File: config.mk
export PLATFORM = sky130hd
export DESIGN_NAME = ps2_mouse_rx
export DESIGN_NICKNAME = d
export VERILOG_FILES = /design/src/rtl/ps2_pkg.sv /design/src/rtl/ps2_line_filter.sv /design/src/rtl/ps2_mouse_rx.sv
export SDC_FILE = /design/constraint.sdc
export NUM_CORES = 1
export LEC_CHECK = 0
export ABC_AREA = 1
export BUFFER_PORTS_ARGS = -buffer_cell sky130_fd_sc_hd__buf_2
export CORE_MARGIN = 2
export CORE_UTILIZATION = 30
export CTS_BUF_LIST = sky130_fd_sc_hd__clkbuf_8
export DETAILED_ROUTE_END_ITERATION = 8
export GPL_TIMING_DRIVEN = 0
export PLACE_DENSITY_LB_ADDON = 0.08
export SLEW_MARGIN = 20
export SYNTH_ARGS = -nofsm -noshare
export SYNTH_HDL_FRONTEND = slang
export SYNTH_SLANG_ARGS = --single-unit
export TNS_END_PERCENT = 10
File: constraint.sdc
create_clock -name clk_sys -period 3.4 [get_ports clk_sys]
set_input_delay 0.68 -clock clk_sys [delete_from_list [all_inputs] [get_ports clk_sys]]
set_output_delay 0.68 -clock clk_sys [all_outputs]
set_load 0.02 [all_outputs]
File: src/rtl/ps2_pkg.sv
// Shared definitions for the PS/2 mouse receiver: frame FSM encoding and
// bit positions within the 25-bit ps2_mouse packet bus.
package ps2_pkg;

    typedef enum logic [1:0] {
        ST_IDLE   = 2'd0,
        ST_DATA   = 2'd1,
        ST_PARITY = 2'd2,
        ST_STOP   = 2'd3
    } frame_state_e;

    localparam int BTN_L  = 0;
    localparam int BTN_R  = 1;
    localparam int BTN_M  = 2;
    localparam int SYNC   = 3;
    localparam int XSIGN  = 4;
    localparam int YSIGN  = 5;
    localparam int X_LSB  = 8;
    localparam int Y_LSB  = 16;
    localparam int TOGGLE = 24;

endpackage

File: src/rtl/ps2_line_filter.sv
// Two-flop synchroniser followed by a debounce that only follows the input
// after FILTER consecutive samples disagree with the current filtered level.
module ps2_line_filter #(
    parameter int FILTER = 8
) (
    input  logic clk_sys,
    input  logic reset,
    input  logic line_i,
    output logic line_o
);
    localparam int CW = $clog2(FILTER + 1);

    logic          sync1_q;
    logic          sync2_q;
    logic          level_q;
    logic [CW-1:0] cnt_q;

    always_ff @(posedge clk_sys) begin
        if (reset) begin
            sync1_q <= 1'b1;
            sync2_q <= 1'b1;
            level_q <= 1'b1;
            cnt_q   <= '0;
        end else begin
            sync1_q <= line_i;
            sync2_q <= sync1_q;
            // Any sample agreeing with the current level restarts the run.
            if (sync2_q == level_q) begin
                cnt_q <= '0;
            end else if (cnt_q == CW'(FILTER - 1)) begin
                level_q <= sync2_q;
                cnt_q   <= '0;
            end else begin
                cnt_q <= cnt_q + 1'b1;
            end
        end
    end

    assign line_o = level_q;

endmodule

File: src/rtl/ps2_mouse_rx.sv
// Receive-only PS/2 mouse host: filters the pins, deframes 11-bit PS/2 frames
// and publishes validated 3-byte packets with a per-packet toggle in bit 24.
module ps2_mouse_rx
    import ps2_pkg::*;
#(
    parameter int FILTER  = 8,
    parameter int TIMEOUT = 65536
) (
    input  logic        clk_sys,
    input  logic        reset,
    input  logic        ps2_clk,
    input  logic        ps2_data,
    output logic [24:0] ps2_mouse,
    output logic        err
);
    localparam int TW = $clog2(TIMEOUT + 1);

    logic [1:0] raw_lines;
    logic [1:0] filt_lines;
    logic       clk_filt;
    logic       data_filt;

    assign raw_lines = {ps2_data, ps2_clk};

    generate
        for (genvar gi = 0; gi < 2; gi++) begin : g_filter
            ps2_line_filter #(.FILTER(FILTER)) u_filter (
                .clk_sys (clk_sys),
                .reset   (reset),
                .line_i  (raw_lines[gi]),
                .line_o  (filt_lines[gi])
            );
        end
    endgenerate

    assign clk_filt  = filt_lines[0];
    assign data_filt = filt_lines[1];

    logic         clk_prev_q;
    logic         fall;
    frame_state_e state_q, state_d;
    logic [2:0]   bit_cnt_q, bit_cnt_d;
    logic [7:0]   shift_q, shift_d;
    logic         parity_q, parity_d;
    logic [1:0]   idx_q, idx_d;
    logic [7:0]   byte0_q, byte0_d;
    logic [7:0]   byte1_q, byte1_d;
    logic [24:0]  mouse_q, mouse_d;
    logic         err_q, err_d;
    logic [TW-1:0] timer_q, timer_d;
    logic         active;
    logic         byte_ok;

    assign fall    = clk_prev_q & ~clk_filt;
    assign active  = (state_q != ST_IDLE) || (idx_q != 2'd0);
    assign byte_ok = data_filt && (^{parity_q, shift_q});

    always_comb begin
        state_d   = state_q;
        bit_cnt_d = bit_cnt_q;
        shift_d   = shift_q;
        parity_d  = parity_q;
        idx_d     = idx_q;
        byte0_d   = byte0_q;
        byte1_d   = byte1_q;
        mouse_d   = mouse_q;
        err_d     = 1'b0;
        timer_d   = '0;

        // A falling edge always takes priority over a coincident timeout.
        if (fall) begin
            unique case (state_q)
                ST_IDLE: begin
                    if (!data_filt) begin
                        state_d   = ST_DATA;
                        bit_cnt_d = 3'd0;
                    end
                end
                ST_DATA: begin
                    shift_d   = {data_filt, shift_q[7:1]};
                    bit_cnt_d = bit_cnt_q + 3'd1;
                    if (bit_cnt_q == 3'd7) state_d = ST_PARITY;
                end
                ST_PARITY: begin
                    parity_d = data_filt;
                    state_d  = ST_STOP;
                end
                ST_STOP: begin
                    state_d = ST_IDLE;
                    if (!byte_ok) begin
                        err_d = 1'b1;
                        idx_d = 2'd0;
                    end else if (idx_q == 2'd0) begin
                        // Without the always-one sync bit this cannot be a status byte.
                        if (shift_q[SYNC]) begin
                            byte0_d = shift_q;
                            idx_d   = 2'd1;
                        end
                    end else if (idx_q == 2'd1) begin
                        byte1_d = shift_q;
                        idx_d   = 2'd2;
                    end else begin
                        mouse_d = {~mouse_q[TOGGLE], shift_q, byte1_q, byte0_q};
                        idx_d   = 2'd0;
                    end
                end
                default: state_d = ST_IDLE;
            endcase
        end else if (active) begin
            if (timer_q == TW'(TIMEOUT - 1)) begin
                state_d = ST_IDLE;
                idx_d   = 2'd0;
            end else begin
                timer_d = timer_q + 1'b1;
            end
        end
    end

    always_ff @(posedge clk_sys) begin
        if (reset) begin
            clk_prev_q <= 1'b1;
            state_q    <= ST_IDLE;
            bit_cnt_q  <= 3'd0;
            shift_q    <= 8'h00;
            parity_q   <= 1'b0;
            idx_q      <= 2'd0;
            byte0_q    <= 8'h00;
            byte1_q    <= 8'h00;
            mouse_q    <= 25'h0;
            err_q      <= 1'b0;
            timer_q    <= '0;
        end else begin
            clk_prev_q <= clk_filt;
            state_q    <= state_d;
            bit_cnt_q  <= bit_cnt_d;
            shift_q    <= shift_d;
            parity_q   <= parity_d;
            idx_q      <= idx_d;
            byte0_q    <= byte0_d;
            byte1_q    <= byte1_d;
            mouse_q    <= mouse_d;
            err_q      <= err_d;
            timer_q    <= timer_d;
        end
    end

    assign ps2_mouse = mouse_q;
    assign err       = err_q;

endmodule

**Yosys cells after proc, flatten, opt, wreduce, memory -nomap -nowiden**

Cells that the tools add are included.

- $add $sub $neg: 4
- Equality and inequality tests: 15
- Muxes and demuxes: 15
- Bitwise operators: 10
- Reduce and logical (&&, ||, !) cells: 24

Operators with widths:

| operator | count |
|---|---|
| $mux W2 | 11 |
| $add A17 B1 Y17 const B | 1 |
| $eq A17 B16 Y1 const B | 1 |
| $reduce_and A5 Y1 | 3 |
| $reduce_bool A2 Y1 | 5 |
| $not A1 Y1 | 9 |
| $reduce_or A3 Y1 | 3 |
| $reduce_xor A9 Y1 | 1 |
| $add A4 B1 Y4 const B | 2 |
| $eq A4 B3 Y1 const B | 2 |
| $pmux W2 S4 | 1 |
| $reduce_and A2 Y1 | 4 |
| $reduce_and A4 Y1 | 2 |
| $ne A3 B3 Y1 const B | 2 |
| $pmux W3 S2 | 1 |
| $eq A2 B1 Y1 const B | 2 |
| $eq A2 B2 Y1 const B | 2 |
| $logic_not A2 Y1 | 2 |
| $ne A4 B4 Y1 const B | 1 |
| $reduce_or A4 Y1 | 1 |
| $add A3 B1 Y3 const B | 1 |
| $eq A3 B3 Y1 const B | 1 |
| $mux W3 | 1 |
| $reduce_and A3 Y1 | 1 |
| 7 further kinds | 8 |

- Bits in registers: 90
- Bits of input ports: 4
- Output and inout bits: 26
- Logic and storage cells: 87

**Depth between registers and ports, before layout**

- Depth after elaboration: 6
- Gate-level depth with buffers: 17
- Depth with buffers taken out: 17

**Hierarchy**

A second synthesis with hierarchy kept.

- Cell total of the unflattened synthesis: 493
- Area total of the unflattened synthesis: 3764.9 µm²

By module, submodules not included:

| module | instances | cells each | area each (µm²) | sequential area each (µm²) |
|---|---|---|---|---|
| ps2_mouse_rx | 1 | 435 | 3236.9 | 1521.5 |
| ps2_line_filter | 2 | 29 | 264.0 | 140.1 |

**Least setup slack after synthesis**

No wires, ideal clock.

- Path kind: flip-flop to flip-flop
- Start point: register timer_q[0]
- End point: register timer_q[7]
- Arrival time: 2.403 ns
- Required time: 3.268 ns
- Path slack: 0.865 ns
- Stages on the path, launching flop included: 18
- Period minus slack after synthesis: 2.535 ns
- Cell sequence: dfxtp_1 -> ha_1 -> nand2_1 -> nor2_1 -> and3_1 -> nand2_1 -> nor2_1 -> nand2_1 -> nor3_1 -> nand4_1 -> nor2_1 -> ha_1 -> nor2_1 -> nand2_1 -> nor2_1 -> inv_1 -> clkbuf_1 -> nor3_1

- Longest elaborated chain between the ends: 2
- Elaborated cells on any way between the ends: 3
- Those cells by class: 1 x add/sub; 1 x eq/ne; 1 x reduce/logical

RTL lines:

| what | RTL line | source |
|---|---|---|
| start, declared | ps2_mouse_rx.sv:50 | `logic [TW-1:0] timer_q, timer_d;` |
| start signal, assigned | ps2_mouse_rx.sv:143 | `timer_q <= timer_d;` |
| branches (longest 2 deep; another with $add A17 B1 Y17) | - |  |

Several ways; the timed one is not identified.
A chain may end at the register's enable or synchronous reset.

**Worst setup path after layout**

Same ends and word-level chain as after synthesis.

==> summary.txt <==
Synthesis
  • Commonest register cell after synthesis: dfxtp_1
  • Synth Area in Simple Gates: 27.1%
  • Post-synthesis cell type count: 34
  • Syn Inst Count: 489
  • FFs w/ async S/R, synth: 0%
  • Share of the yosys chip area belonging to registers: 49.2%
  • Syn nets: 504
  • Compound-gate portion of the synthesized area: 12.1%
  • Post-synthesis mux area share: 0.273%
  • Adder-Cell Fraction of Synth Area: 3.76%
  • Number of synthesized flops with an enable pin: 0
  • Largest family of logic cells by synthesized area: simple AND/OR/NAND/NOR gates
  • Fraction of synthesized cell area in xor and xnor cells: 0.956%
  • Seq cells post-synth: 90
  • Syn Area/Cell: 7.49 µm²
  • Ys Warns: 0
  • Area of the mapped netlist: 3660 µm²

Setup path
  • Crit path max fanout: 10
  • Buf+Inv Stages, Crit Path: 2
  • CP startpoint kind: flip-flop
  • Critical setup path kind: flip-flop to flip-flop
  • CP endpoint kind: flip-flop
  • Largest stage delay, worst path: 370 ps
  • Critical path cell sequence: ha_1 -> nand2_1 -> nor2_1 -> and3_1 -> nand2_1 -> nor2_1 -> nand2_1 -> nor3_1 -> nand4_1 -> nor2_1 -> ha_1 -> nor2_1 -> nand2_1 -> nor2_1 -> inv_1 -> clkbuf_2 -> nor3_1
  • Crit path max-delay family: simple AND/OR/NAND/NOR gates
  • Critical Path AT: 3220 ps
  • CP most frequent cell: nor2_1
  • Worst path slowest cell: dfxtp_1
  • Critical Path RT: 3670 ps

STA
  • Slew Limit Fails: 0
  • Final setup vio count: 0
  • Fin. Hold Viols: 0
  • Post-Route Setup TNS: 0 ps
  • Worst slew pin tran: 563 ps
  • Final Cycle Share: 86.7%
  • Slew Limit Headroom: 62.5%
  • RSZ-0062 raised after global routing: false
  • Worst Skew: 8.83 ps
  • F_max: 339 MHz
  • Tmin final: 2950 ps
  • Final WS setup: 451 ps

CTS
  • Latest clock arrival within the worst-skew pair: 380 ps
  • Maximum clock path buffer count: 2
  • CTS tree: done
  • Setup Buffers After CTS: 0
  • H-tree depth: 3
  • Cts hold-fix bufs: 0
  • CTS Buf Count: 9
  • Clk sink count: 90
  • Reg clk slew, reported paths: 90 ps
  • Clk root buf: clkbuf_8

Power
  • Leak: 1.74 nW
  • Sw power: 0.413 mW
  • Sequential Power Share: 57.6%
  • PD cells: 437 nW/µm²
  • Cell-internal power: 1.42 mW
  • Comb pwr share: 1.9%
  • Switching share of power: 22.5%
  • Peak supply drop: 0.137 mV
  • Clock power frac: 40.5%

Global route
  • Grt total ovfl: 0
  • First-pass GRT wire length: 13100 µm
  • Initial antenna violation count: 0
  • Vias in the first global route: 2756
  • Gr usage total: 12.9%
  • Largest net degree at the start of global routing: 15

Detailed routing
  • Via count: 3020
  • DRT Wirelength: 7760 µm
  • Pre-antenna DRT Iters: 4
  • Avg Vias per Cell: 4.43
  • DRC violations left: 0
  • Initial detailed-routing violation count: 110
  • Routed WL per cell: 11.4 µm
  • Post-DRT Antenna Nets: 0

Run status
  • Status: complete, no violations

Floorplan
  • Vert. Die Dim: 115 µm
  • # rows: 40
  • Initial Utilization: 30.6%
  • IO Count: 30
  • Die W: 115 µm
  • DIE AREA: 13100 µm²
  • Core box area: 12000 µm²

Placement
  • Worst slack at placement: 214 ps
  • I/O Buffers: 29
  • GP Congestion: 0.813
  • Post-DP HPWL: 5660 µm

Layout
  • Area delta synth->final: 14.5%
  • Antenna cells: 0
  • Nets: 544
  • Filler cells: 1284
  • Share of layout cells above drive strength 1: 12.2%

Flow run
  • Max Cap Viol: 0

Min path
  • Worst hold path class: flip-flop to flip-flop
## cell usage after synthesis (all sizes together), types with 2 or more instances
library cell | number | share of area, %
nand4 | 3 | 0.51
ha | 11 | 3.8
nor3 | 7 | 0.96
and3 | 2 | 0.34
buf | 6 | 1.2
clkinv | 3 | 0.31
xor2 | 4 | 0.96
or2 | 5 | 0.85
nor2 | 122 | 13
o21ai | 49 | 6.7
dfxtp | 90 | 49
a21oi | 27 | 3.7
nand2 | 85 | 8.8
clkbuf | 8 | 0.82
a221oi | 2 | 0.48
nor3b | 3 | 0.61
inv | 42 | 4.3
nand3 | 12 | 1.9
## sequential cells by signal, indices dropped and copies added (netlist names)
register,cells
bit_cnt_q,3
byte0_q,8
byte1_q,8
clk_prev_q,1
err,1
g_filter.u_filter.cnt_q,8
g_filter.u_filter.line_o,2
g_filter.u_filter.sync1_q,2
g_filter.u_filter.sync2_q,2
idx_q,2
parity_q,1
ps2_mouse,25
shift_q,8
state_q,2
timer_q,17
## layer usage
| layer | vias up | part of all wire [%] | GRT usage (%) |
|---|---|---|---|
| li1 | 1642 | - | - |
| met1 | 1316 | 48 | 15.8 |
| met2 | 44 | 44 | 20.4 |
| met3 | 18 | 4.5 | 3.28 |
| met4 | 0 | 2.8 | 7.40 |
| met5 | - | 0 | 0 |
## through the flow
| step | power [mW] | instances | area (µm²) | hold WS [ps] | util, % |
|---|---|---|---|---|---|
| 5_1_grt | 1.91 | 681 | 4200 | 431 | 35.1 |
| 4_1_cts | 1.87 | 681 | 4190 | 418 | 35.0 |
| 3_3_place_gp | 1.12 | 665 | 3990 | 391 | 33.4 |
| 2_1_floorplan | 1.11 | 489 | 3660 | 389 | - |
| 6_report | 1.83 | 681 | 4200 | 417 | 35.1 |
| 3_5_place_dp | 1.12 | 665 | 3990 | 396 | 33.4 |
## kinds of logic (layout without fill, tap and decap cells)
kind of cell	after synthesis	in the layout
AND/OR/NAND/NOR	240	240
flip-flops	90	90
AO/OA/AOI/OAI	84	84
buffers and inverters	59	104
adder cells (fa/ha/maj)	11	11
XOR/XNOR	4	4
multiplexers	1	1
## final cells by class
type / instances / area [µm²] / share of cell area (%)
Buffer: 14 / 75.1 / 1.79
Clock inverter: 6 / 57.6 / 1.37
Multi-Input combinational cell: 340 / 1630 / 38.7
Tap cell: 147 / 184 / 4.38
Clock buffer: 10 / 138 / 3.28
Timing Repair Buffer: 29 / 145 / 3.46
Sequential cell: 90 / 1800 / 42.9
Inverter: 45 / 169 / 4.03
## cell usage in the layout (no fill, tap or decap), types with 7 or more instances in the layout
cell type  synthesis  final
o21ai_1           19     19
buf_2              2     31
nor2_1           120    120
inv_1             38     39
ha_1              11     11
nand2_1           84     84
dfxtp_1           90     90
a21oi_1           27     27
o21ai_0           30     30
nor3_1             7      7
clkbuf_8           0     10
clkbuf_1           8      7
nand3_1           10     10
## final timing paths
kind | startpoint | to | slack (ps) | depth (start not counted)
setup / recovery | timer_q[0] | timer_q[7] | 450 | 17
hold / removal | g_filter[1].u_filter.sync1_q | g_filter[1].u_filter.sync2_q | 420 | 1
setup reg to reg | timer_q[0] | timer_q[7] | 450 | 17
hold reg to reg | g_filter[1].u_filter.sync1_q | g_filter[1].u_filter.sync2_q | 420 | 1
## power by group through the flow
stage	registers (mW)	logic (mW)	clock network [mW]
2_1_floorplan	1.08	0.0237	0
3_3_place_gp	1.08	0.0358	0
3_5_place_dp	1.08	0.0364	0
4_1_cts	1.06	0.0365	0.779
5_1_grt	1.06	0.0412	0.814
6_report	1.06	0.0352	0.742
## repair_timing
action	4_1_cts	5_1_grt
endpoints found under the hold margin	0	0
endpoints found under the setup margin	0	12
resized for setup	0	3
Power figures use the tool's default switching activity.
